==> src/rtl/pc_gen_pkg.sv <==
// rtl/pc_gen_pkg.sv - shared FSM state, next-PC select codes and PC constants for pc_gen
package pc_gen_pkg;

   typedef enum logic [1:0] {
      ST_BOOT = 2'd0,
      ST_RUN  = 2'd1,
      ST_HALT = 2'd2
   } state_t;

   typedef enum logic [2:0] {
      SEL_HOLD     = 3'd0,
      SEL_ADVANCE  = 3'd1,
      SEL_STALL    = 3'd2,
      SEL_REDIRECT = 3'd3,
      SEL_TRAP     = 3'd4
   } sel_t;

   localparam int unsigned PC_STEP           = 4;
   localparam logic [63:0] DEFAULT_RESET_VEC = 64'h0;

endpackage

==> src/rtl/pc_next_sel.sv <==
// rtl/pc_next_sel.sv - combinational next-PC mux: trap > redirect > stall > advance > hold
module pc_next_sel
   import pc_gen_pkg::*;
#(
   parameter int XLEN = 32
) (
   input  logic [XLEN-1:0] pc,
   input  logic            stall,
   input  logic            advance,
   input  logic            redirect_valid,
   input  logic [XLEN-1:0] redirect_pc,
   input  logic            trap_valid,
   input  logic [XLEN-1:0] trap_vec,
   output logic [XLEN-1:0] next_pc,
   output sel_t            sel
);

   localparam logic [XLEN-1:0] ALIGN_MASK = ~XLEN'(3);

   always_comb begin
      next_pc = pc;
      sel     = SEL_HOLD;
      if (trap_valid) begin
         next_pc = trap_vec & ALIGN_MASK;
         sel     = SEL_TRAP;
      end else if (redirect_valid) begin
         next_pc = redirect_pc & ALIGN_MASK;
         sel     = SEL_REDIRECT;
      end else if (stall) begin
         sel     = SEL_STALL;
      end else if (advance) begin
         next_pc = pc + XLEN'(PC_STEP);
         sel     = SEL_ADVANCE;
      end
   end

endmodule

==> src/rtl/pc_gen.sv <==
// rtl/pc_gen.sv - fetch PC generator with BOOT/RUN/HALT FSM; PC_GEN_TRAP_EN adds trap inputs
module pc_gen
   import pc_gen_pkg::*;
#(
   parameter int              XLEN      = 32,
   parameter logic [XLEN-1:0] RESET_VEC = XLEN'(DEFAULT_RESET_VEC)
) (
   input  logic            clk,
   input  logic            rst_n,
   input  logic            stall_i,
   input  logic            halt_i,
   input  logic            redirect_valid_i,
   input  logic [XLEN-1:0] redirect_pc_i,
`ifdef PC_GEN_TRAP_EN
   input  logic            trap_valid_i,
   input  logic [XLEN-1:0] trap_vec_i,
`endif
   input  logic            req_ready_i,
   output logic            req_valid_o,
   output logic [XLEN-1:0] pc_o,
   output logic [XLEN-1:0] pc_plus4_o,
   output logic            epoch_o,
   output logic            misalign_o
);

   state_t          state;
   sel_t            sel;
   logic [XLEN-1:0] next_pc;
   logic            trap_v;
   logic [XLEN-1:0] trap_pc;
   logic            advance;
   logic            retarget;

`ifdef PC_GEN_TRAP_EN
   assign trap_v  = trap_valid_i;
   assign trap_pc = trap_vec_i;
`else
   assign trap_v  = 1'b0;
   assign trap_pc = '0;
`endif

   assign req_valid_o = (state == ST_RUN) && !stall_i;
   assign advance     = req_valid_o && req_ready_i;
   assign retarget    = (sel == SEL_REDIRECT) || (sel == SEL_TRAP);
   assign pc_plus4_o  = pc_o + XLEN'(PC_STEP);

   pc_next_sel #(.XLEN(XLEN)) u_next_sel (
      .pc             (pc_o),
      .stall          (stall_i),
      .advance        (advance),
      .redirect_valid (redirect_valid_i),
      .redirect_pc    (redirect_pc_i),
      .trap_valid     (trap_v),
      .trap_vec       (trap_pc),
      .next_pc        (next_pc),
      .sel            (sel)
   );

   always_ff @(posedge clk or negedge rst_n) begin
      if (!rst_n) begin
         state      <= ST_BOOT;
         pc_o       <= RESET_VEC;
         epoch_o    <= 1'b0;
         misalign_o <= 1'b0;
      end else begin
         pc_o       <= next_pc;
         misalign_o <= (sel == SEL_REDIRECT) && (redirect_pc_i[1:0] != 2'b00);
         if (retarget) begin
            epoch_o <= ~epoch_o;
         end
         // halt_i is sticky: a same-cycle retarget loads the PC but stays halted
         case (state)
            ST_BOOT: state <= ST_RUN;
            ST_RUN:  if (halt_i) state <= ST_HALT;
            ST_HALT: if (!halt_i && retarget) state <= ST_RUN;
            default: state <= ST_BOOT;
         endcase
      end
   end

endmodule

==> config.mk <==
export PLATFORM = sky130hd
export DESIGN_NAME = pc_gen
export DESIGN_NICKNAME = d
export VERILOG_FILES = /design/src/rtl/pc_gen_pkg.sv /design/src/rtl/pc_next_sel.sv /design/src/rtl/pc_gen.sv
export SDC_FILE = /design/constraint.sdc
export NUM_CORES = 1
export LEC_CHECK = 0
export BUFFER_PORTS_ARGS = -buffer_cell sky130_fd_sc_hd__buf_4
export CAP_MARGIN = 5
export CORE_MARGIN = 2
export CORE_UTILIZATION = 45
export DETAILED_ROUTE_END_ITERATION = 8
export GPL_TIMING_DRIVEN = 0
export PLACE_DENSITY = 0.84
export SYNTH_ARGS = -nofsm -noshare
export SYNTH_HDL_FRONTEND = slang
export SYNTH_HIERARCHICAL = 1
export SYNTH_SLANG_ARGS = --single-unit
==> constraint.sdc <==
create_clock -name clk -period 5.52 [get_ports clk]
set_clock_uncertainty 0.15 [all_clocks]
set_input_delay 0.552 -clock clk [delete_from_list [all_inputs] [get_ports clk]]
set_output_delay 0.552 -clock clk [all_outputs]
set_load 0.01 [all_outputs]
Yosys cells after proc, flatten, opt, wreduce, memory -nomap -nowiden --
Cells that the tools add are included.
Storage, ports and cells: register bits 36, input port bits 38
Operators by class: mux-type cells 9, reduce and logical (&&, ||, !) cells 12, add/subtract/negate cells 1, bitwise logic cells 1, equal/unequal tests 7
Operator list (number):
- 32-bit two-way mux | 3
- 32-bit by 3-bit adder with 32-bit output, second input constant | 1
- 3-bit two-way mux | 2
- 2-bit case mux with 3 select lines | 1
- 1-bit logical AND | 4
- 2-bit two-way mux | 2
- 2-bit != test, second input constant | 2
- 2-bit AND reduction | 2
- 2-bit nonzero test | 2
- 3-bit by 2-bit == test with 1-bit output, second input constant | 1
- 3-bit == test, second input constant | 1
- 2-bit by 1-bit == test with 1-bit output, second input constant | 1
- 2-bit == test, second input constant | 1
- 1-bit logical NOT | 2
- 2-bit logical NOT | 1
- 2-bit by 1-bit != test with 1-bit output, second input constant | 1
- 1-bit logical OR | 1
- 1-bit two-way mux | 1
- 1-bit NOT | 1

Longest topological paths before layout --
Gate-level depths: netlist of the first run.
word-level depth 11, gate-level depth with buffers 8, depth with buffers taken out 8

By module --
Netlist of the first run, hierarchy kept.
By module, submodules not included:
- pc_gen | times used 1, area each 1631.6 µm², seq. area each 900.9 µm², cells each 145
- pc_next_sel | times used 1, area each 1292.5 µm², seq. area each 0.0 µm², cells each 198

Worst setup path after synthesis of the first run --
Ideal clock, no wire load.
path kind input-to-reg, start point input port stall_i, end point register pc_o[24], buffers on the path 0, slack 2.866 ns, data arrival time 2.435 ns, cell stages on the path 7, cell sequence nor3b_1 > and2_1 > and4b_1 > nand3_1 > or3_1 > or3_1 > nand3_1
On the way: word-level cells in the longest chain between the ends 5, elaborated cells between the ends (all ways) 6
RTL lines:
- start: declaration | RTL line pc_gen.sv:10 | input logic stall_i,
- 1-bit logical NOT | RTL line pc_gen.sv:42 | assign req_valid_o = (state == ST_RUN) && !stall_i;
- 1-bit logical AND | RTL line pc_gen.sv:42
- 1-bit logical AND | RTL line pc_gen.sv:43 | assign advance = req_valid_o && req_ready_i;
- via advance | RTL line pc_gen.sv:31 | logic advance;
- 2-bit nonzero test (no source line)
- 2-bit AND reduction (no source line)
- end signal: assignment | RTL line pc_gen.sv:66 | pc_o <= next_pc;
- end: declaration | RTL line pc_gen.sv:20 | output logic [XLEN-1:0] pc_o,
The timed path passes the listed nets, and every way through them passes these cells. A chain may end at the register's enable or synchronous reset.

Worst setup path in the final report of the first run --
start point register pc_o[5], end point output port pc_plus4_o[28]
On the way: word-level cells in the longest chain between the ends 1
RTL lines:
- 32-bit by 3-bit adder with 32-bit output | RTL line pc_gen.sv:45 | assign pc_plus4_o = pc_o + XLEN'(PC_STEP);
- end: declaration | RTL line pc_gen.sv:21 | output logic [XLEN-1:0] pc_plus4_o,
Every way passes these cells.

==> results of run 1 <==
-- registers in the layout, indices dropped and copies added (netlist names) --
register,cells
misalign_o,1
state,2
epoch_o,1
pc_o,32
-- Yosys cell counts, drive strengths merged, types with 2 or more instances --
cell type / n
xnor2: 26
nor4b: 2
a221o: 2
o31ai: 3
nand4b: 2
o21ai: 20
or3: 6
o211ai: 2
or2: 3
nor3: 13
nand3: 25
and4: 7
and3: 2
nand3b: 2
clkbuf: 11
or4: 3
a21oi: 8
nor2b: 2
nand2b: 4
nor2: 20
inv: 8
nand4: 18
o22ai: 4
nor4: 15
nand2: 31
mux2i: 5
xor2: 24
dfrtp: 36
a22oi: 15
buf: 7
ha: 2
and2: 5
-- cell usage in the layout, fill, tap and decap left out, types with 4 or more instances in the layout --
master / count
conb_1: 38
o22ai_1: 4
mux2i_1: 5
or3_1: 6
and4_1: 5
xnor2_1: 26
nor2_1: 20
xor2_1: 24
inv_1: 8
nor4_1: 13
clkbuf_8: 5
o21ai_0: 15
buf_4: 107
nand2_1: 31
nand2b_1: 4
and2_1: 5
nand4_1: 15
a21oi_1: 8
nor3_1: 13
clkbuf_1: 11
o21ai_1: 5
a22oi_1: 15
dfrtp_1: 36
nand3_1: 25
-- metrics by stage --
| stage | area (sq um) | utilization | power [mW] | hold slack, ps | setup slack [ps] |
|---|---|---|---|---|---|
| after global routing | 4050 | 0.641 | 0.911 | 94.6 | 2470 |
| after global placement | 3940 | 0.624 | 0.618 | 313 | 2700 |
| after detailed placement | 3940 | 0.624 | 0.629 | 352 | 2620 |
| after floorplan | 3060 | - | 0.487 | 106 | 2870 |
| final | 4050 | 0.641 | 0.860 | 66.6 | 2580 |
| after CTS | 4050 | 0.641 | 0.859 | 80.9 | 2590 |
-- power by group --
group | total, mW | leakage (nW) | internal [mW] | switching (mW)
combinational | 0.263 | 1.30 | 0.138 | 0.125
clock | 0.232 | 0.0552 | 0.134 | 0.0979
sequential | 0.365 | 0.437 | 0.295 | 0.0698
total | 0.860 | 1.79 | 0.567 | 0.293
-- path summary, 6_finish.rpt --
| check | cells after the start | from | end | slack [ps] |
|---|---|---|---|---|
| worst max register to register | 7 | state[1]$_DFFE_PN0P_ | pc_o[24]$_DFF_PN0_ | 2850 |
| worst min-delay path | 1 | rst_n | pc_o[21]$_DFF_PN0_ | 70 |
| min in group clk | 2 | halt_i | state[0]$_DFFE_PN0P_ | 320 |
| max in group asynchronous | 1 | rst_n | pc_o[15]$_DFF_PN0_ | 4810 |
| worst max-delay path | 5 | pc_o[5]$_DFF_PN0_ | pc_plus4_o[28] | 2580 |
| worst min register to register | 1 | epoch_o$_DFFE_PN0P_ | epoch_o$_DFFE_PN0P_ | 360 |
-- cell type report --
type	instances	area (sq um)	share of cell area
clock inverter	2	35.0	0.00866
tap	77	96.3	0.0238
clock buffer	6	72.6	0.0179
multi-input combinational	318	2040	0.505
inverter	8	30.0	0.00742
timing repair buffer	104	781	0.193
sequential	36	901	0.223
buffer	18	88.8	0.0219
-- kinds of logic after synthesis --
| kind of cell | Yosys count |
|---|---|
| AND/OR/NAND/NOR | 162 |
| AO/OA/AOI/OAI | 61 |
| XOR/XNOR | 50 |
| adder cells (fa/ha/maj) | 2 |
| other | 1 |
| buffers and inverters | 26 |
| flip-flops | 36 |
| multiplexers | 5 |
-- routing by layer --
metal	part of all wire	vias to the layer above	wire, microns
met3	0.058	10	516
li1	-	1524	-
met5	0	-	0
met1	0.43	1465	3810
met2	0.50	106	4410
met4	0.0097	0	86
==> out/metrics.csv, run 1 <==
stage;metric;value;unit
clock_tree;cts_tree;built;
yosys;ys_types;52;
clock_tree;hold_buffers;0;
clock_tree;path_clk_slew;80;ps
global_routing;grt_pass1_wl;14700;microns
cells_and_area;nFillCells;559;
worst_setup_path;cp_data_required_time;4820;ps
yosys;ys_ff_latch;36;
sta;rsz0062_at_grt;no;
global_routing;grt_pass1_vias;3035;
clock_tree;numCtsBuffers;5;
placed_design;globalplace.congestion;0.892;
cells_and_area;area_growth;38.4;%
yosys;synth-compound-area-share;0.135;
yosys;avgSynthCellArea;8.52;sq um
sta;relSlewSlack;0.651;
sta;drv_slew;0;
worst_setup_path;critPathLaunchType;flip-flop;
global_routing;grtUsageMet1;0.333;
floorplan;floorplan.initialDensity;0.463;
global_routing;use_met2;0.431;
global_routing;grt_use_met3;0.0403;
routing;wl_per_cell;15.5;microns
floorplan;io_pins;105;
yosys;synth-async-reset-ratio;1.00;
clock_tree;cts_max_path_buffers;2;
worst_setup_path;crit_chain;and4_4 > nand4_4 > nor4_1 > xor2_1 > buf_4;
sta;fin_crit_sh;0.532;
clock_tree;cts_resized;0;
flow_run;maxCapViolCount;0;
placed_design;io_buffers;104;
power_and_ir_drop;p_per_area;212;nW/um^2
yosys;synth_top_family_by_area;simple AND/OR/NAND/NOR gates;
yosys;synth-main-ff-cell;dfrtp_1;
global_routing;top_usage_layer;met2;
floorplan;die-height;84.6;microns
yosys;synth-xor-area-share;0.150;
sta;fin_tns_setup;0;ps
sta;final_hold_viol_count;0;
power_and_ir_drop;p_leak;1.79;nW
yosys;synth_top_area_frac;0.308;
power_and_ir_drop;ir_drop;0.144;mV
worst_setup_path;cp_top_family;simple AND/OR/NAND/NOR gates;
routing;drt_iter0_drc;299;
clock_tree;cts_max_level;2;
floorplan;num_rows;29;
cells_and_area;nNetsFinal;531;
worst_setup_path;cpPeakStageDelay;640;ps
outcome;outcome;finished clean;
routing;drt-vias-per-instance;5.46;
worst_setup_path;end_kind;output pin;
global_routing;antenna_found_initial;0;
routing;ant_nets;0;
yosys;yosysSeqAreaShare;0.308;
yosys;synth_cells;343;
sta;setup_viol_count_final;0;
yosys;synthAdderAreaFrac;0.00856;
cells_and_area;drive_gt1_frac;0.268;
placed_design;numPlacedInstances;561;
routing;vias;3105;
global_routing;grt_max_degree;37;
worst_hold_path;hp-class;in2async;
yosys;synth_area_leaders;dfrtp_1, xnor2_1, xor2_1, nand3_1, nand2_1;
yosys;synth_edf_count;0;
global_routing;grt_usage;0.251;
floorplan;core_area;6310;sq um
sta;worstMarginPinSlew;519;ps
worst_setup_path;crit_path_max_fanout;12;
cells_and_area;diodes;0;
sta;fmax;340;MHz
clock_tree;clock_latency;290;ps
yosys;synthMuxAreaShare;0.0171;
clock_tree;clockRootBuffer;clkbuf_8;
worst_setup_path;worstSetupPathType;reg2out;
floorplan;die_w;84.6;microns
worst_setup_path;cp_num_buf_inv;1;
routing;first_pass_iters;4;
sta;fin_crit;2940;ps
yosys;synthSimpleGateAreaFrac;0.339;
cells_and_area;final_cells;569;
worst_setup_path;crit_slowest_cell;dfrtp_1;
floorplan;dieArea;7160;sq um
routing;drc;0;
routing;wirelength;8820;microns
placed_design;dp_hpwl;6660;microns
global_routing;overflow;0;
clock_tree;cts_setup_buffers;0;
clock_tree;cts.sinks;36;
yosys;synth_area;2920;sq um
yosys;yosys_warnings;6;
yosys;yosysTopAreaCell;dfrtp_1;
worst_setup_path;cp.arrival;2240;ps
Note: power is estimated with default switching activity, not from simulation.
==> inputs of run 2 (changes only) <==
--- a/config.mk
+++ b/config.mk
@@ -11,7 +11,7 @@
 export CORE_UTILIZATION = 45
 export DETAILED_ROUTE_END_ITERATION = 8
 export GPL_TIMING_DRIVEN = 0
-export PLACE_DENSITY = 0.84
+export PLACE_DENSITY = 0.87
 export SYNTH_ARGS = -nofsm -noshare
 export SYNTH_HDL_FRONTEND = slang
 export SYNTH_HIERARCHICAL = 1
==> constraint.sdc (replaced) <==
create_clock -name clk -period 2.5 [get_ports clk]
set_clock_uncertainty 0.15 [all_clocks]
set_input_delay 0.25 -clock clk [delete_from_list [all_inputs] [get_ports clk]]
set_output_delay 0.25 -clock clk [all_outputs]
set_load 0.01 [all_outputs]
==> out/metrics.csv, run 2 (synthesis results as in run 1) <==
stage;metric;value;unit
outcome;outcome;finished clean;
sta;fin_crit;2470;ps
clock_tree;cts.sinks;36;
global_routing;grt_pass1_vias;3005;
flow_run;maxCapViolCount;0;
routing;vias;3308;
worst_setup_path;r2r_end;pc_o[20]$_DFF_PN0_;
routing;drt_iter0_drc;333;
floorplan;core_area;6310;sq um
global_routing;grt_pass1_wl;14600;microns
cells_and_area;multiInputGateArea;2110;sq um
cells_and_area;mostFrequentLayoutCells;buf_4, conb_1, nand2_1, xnor2_1, dfrtp_1;
routing;first_pass_iters;5;
power_and_ir_drop;cell_internal_pwr;1.27;mW
power_and_ir_drop;p_clk_frac;0.269;
worst_hold_path;holdPathEnd;pc_o[19]$_DFF_PN0_;
power_and_ir_drop;p_leak;1.82;nW
floorplan;die_w;84.6;microns
clock_tree;clockRootBuffer;clkbuf_8;
clock_tree;path_clk_slew;80;ps
floorplan;dieArea;7160;sq um
worst_setup_path;worstSetupPathType;reg2out;
placed_design;globalplace.congestion;0.884;
global_routing;use_met2;0.416;
cells_and_area;reg_top3;pc_o: 32 flops, state: 2 flops;
placed_design;io_buffers;104;
sta;rsz0062_at_grt;yes;
worst_hold_path;hp-class;in2reg;
clock_tree;cts_max_path_buffers;2;
global_routing;top_usage_layer;met2;
power_and_ir_drop;p_per_area;464;nW/um^2
cells_and_area;nNetsFinal;536;
routing;ant_nets;0;
cells_and_area;register_area;915;sq um
clock_tree;numCtsBuffers;5;
power_and_ir_drop;switching_share;0.345;
sta;fmax;404;MHz
clock_tree;cts_max_level;2;
global_routing;grt_usage;0.249;
global_routing;grt_max_degree;37;
worst_setup_path;cp.arrival;2070;ps
clock_tree;cts_tree;built;
cells_and_area;diodes;0;
sta;drv_slew;0;
cells_and_area;final_common_cell;buf_4;
cells_and_area;nFillCells;517;
worst_setup_path;critPathLaunchType;flip-flop;
sta;hold_slack;39.3;ps
global_routing;antenna_found_initial;0;
floorplan;floorplan.initialDensity;0.463;
worst_hold_path;worstHoldPathCells;3;
floorplan;io_pins;105;
power_and_ir_drop;seqPwrFrac;0.418;
cells_and_area;utilization;0.662;
clock_tree;clock_latency;290;ps
sta;worstMarginPinSlew;623;ps
cells_and_area;regMostFlops;pc_o;
floorplan;num_rows;29;
worst_hold_path;min-delay-start;redirect_pc_i[19];
worst_setup_path;rrSetupSlack;70;ps
cells_and_area;drive_gt1_frac;0.320;
worst_setup_path;rr_worst_depth;6;
routing;drt-vias-per-instance;5.76;
sta;relSlewSlack;0.581;
floorplan;die-height;84.6;microns
power_and_ir_drop;ir_drop;0.426;mV
cells_and_area;largest_register_ffs;32;
power_and_ir_drop;switchingPower;670;uW
worst_setup_path;cp_data_required_time;2100;ps
routing;wl_per_cell;16.3;microns
cells_and_area;final_cells;574;
placed_design;numPlacedInstances;561;
worst_setup_path;end_kind;output pin;
global_routing;overflow;0;
sta;setup_viol_count_final;0;
worst_setup_path;r2r_start;pc_o[5]$_DFF_PN0_;
routing;drc;0;
cells_and_area;area_growth;42.8;%
placed_design;dp_hpwl;6650;microns
worst_setup_path;crit_path_max_fanout;10;
global_routing;grtUsageMet1;0.333;
sta;final_hold_viol_count;0;
sta;fin_crit_sh;0.989;
routing;wirelength;9380;microns
global_routing;grt_use_met3;0.0344;
power_and_ir_drop;pwr-share-comb;0.313;
run 2: repair_timing:
item	CTS	global route
gates resized for setup	10	13
hold buffers	2	0
buffers inserted	0	4
hold endpoints to repair	37	0
endpoints found under the setup margin	13	16
run 2: layer usage:
layer,share of wire,up-vias
li1,-,1531
met1,0.40,1560
met2,0.50,182
met3,0.076,35
met4,0.023,0
met5,0,-
run 2: worst max-delay path: stages (launching register included):
cell and delay [ps]:
dfrtp_2 490, and4_4 300, nand4_4 220, nor4_1 410
xor2_1 210, buf_4 150
run 2: worst max-delay path by stage:
stage / startpoint / to / slack [ps] / depth (start not counted)
final: pc_o[6]$_DFF_PN0_ / pc_plus4_o[20] / 30 / 5
after global routing: pc_o[6]$_DFF_PN0_ / pc_plus4_o[20] / -80 / 5
after CTS: pc_o[2]$_DFF_PN0_ / pc_plus4_o[28] / 4 / 5
after detailed placement: state[1]$_DFFE_PN0P_ / pc_o[24]$_DFF_PN0_ / -120 / 7
after global placement: state[1]$_DFFE_PN0P_ / pc_o[24]$_DFF_PN0_ / -30 / 7
after floorplan: state[1]$_DFFE_PN0P_ / pc_o[24]$_DFF_PN0_ / 3 / 7
run 2: layout make-up:
cell class              instances  area share
clock buffers                   5      0.0165
plain buffers                  17      0.0204
inverters                       8     0.00719
repair buffers                110       0.199
flip-flops and latches         36       0.219
multi-input cells             318       0.505
clock inverters                 3      0.0102
well taps                      77      0.0231
run 2: stage by stage:
step	setup slack [ps]	cell area (sq um)	power, mW	TNS (ps)
floorplan	3.00	3060	1.08	0
global placement	-30.1	3940	1.36	-36.8
detailed placement	-115	3940	1.39	-334
CTS	4.18	4100	1.92	0
global route	-81.0	4180	2.04	-259
finish	26.6	4180	1.94	0
run 2: power groups by stage:
stage	Clock [mW]	Sequential (mW)	Combinational [mW]
3_3_place_gp	0	0.806	0.557
5_1_grt	0.553	0.824	0.661
6_report	0.521	0.811	0.607
2_1_floorplan	0	0.797	0.278
4_1_cts	0.530	0.806	0.586
3_5_place_dp	0	0.813	0.574
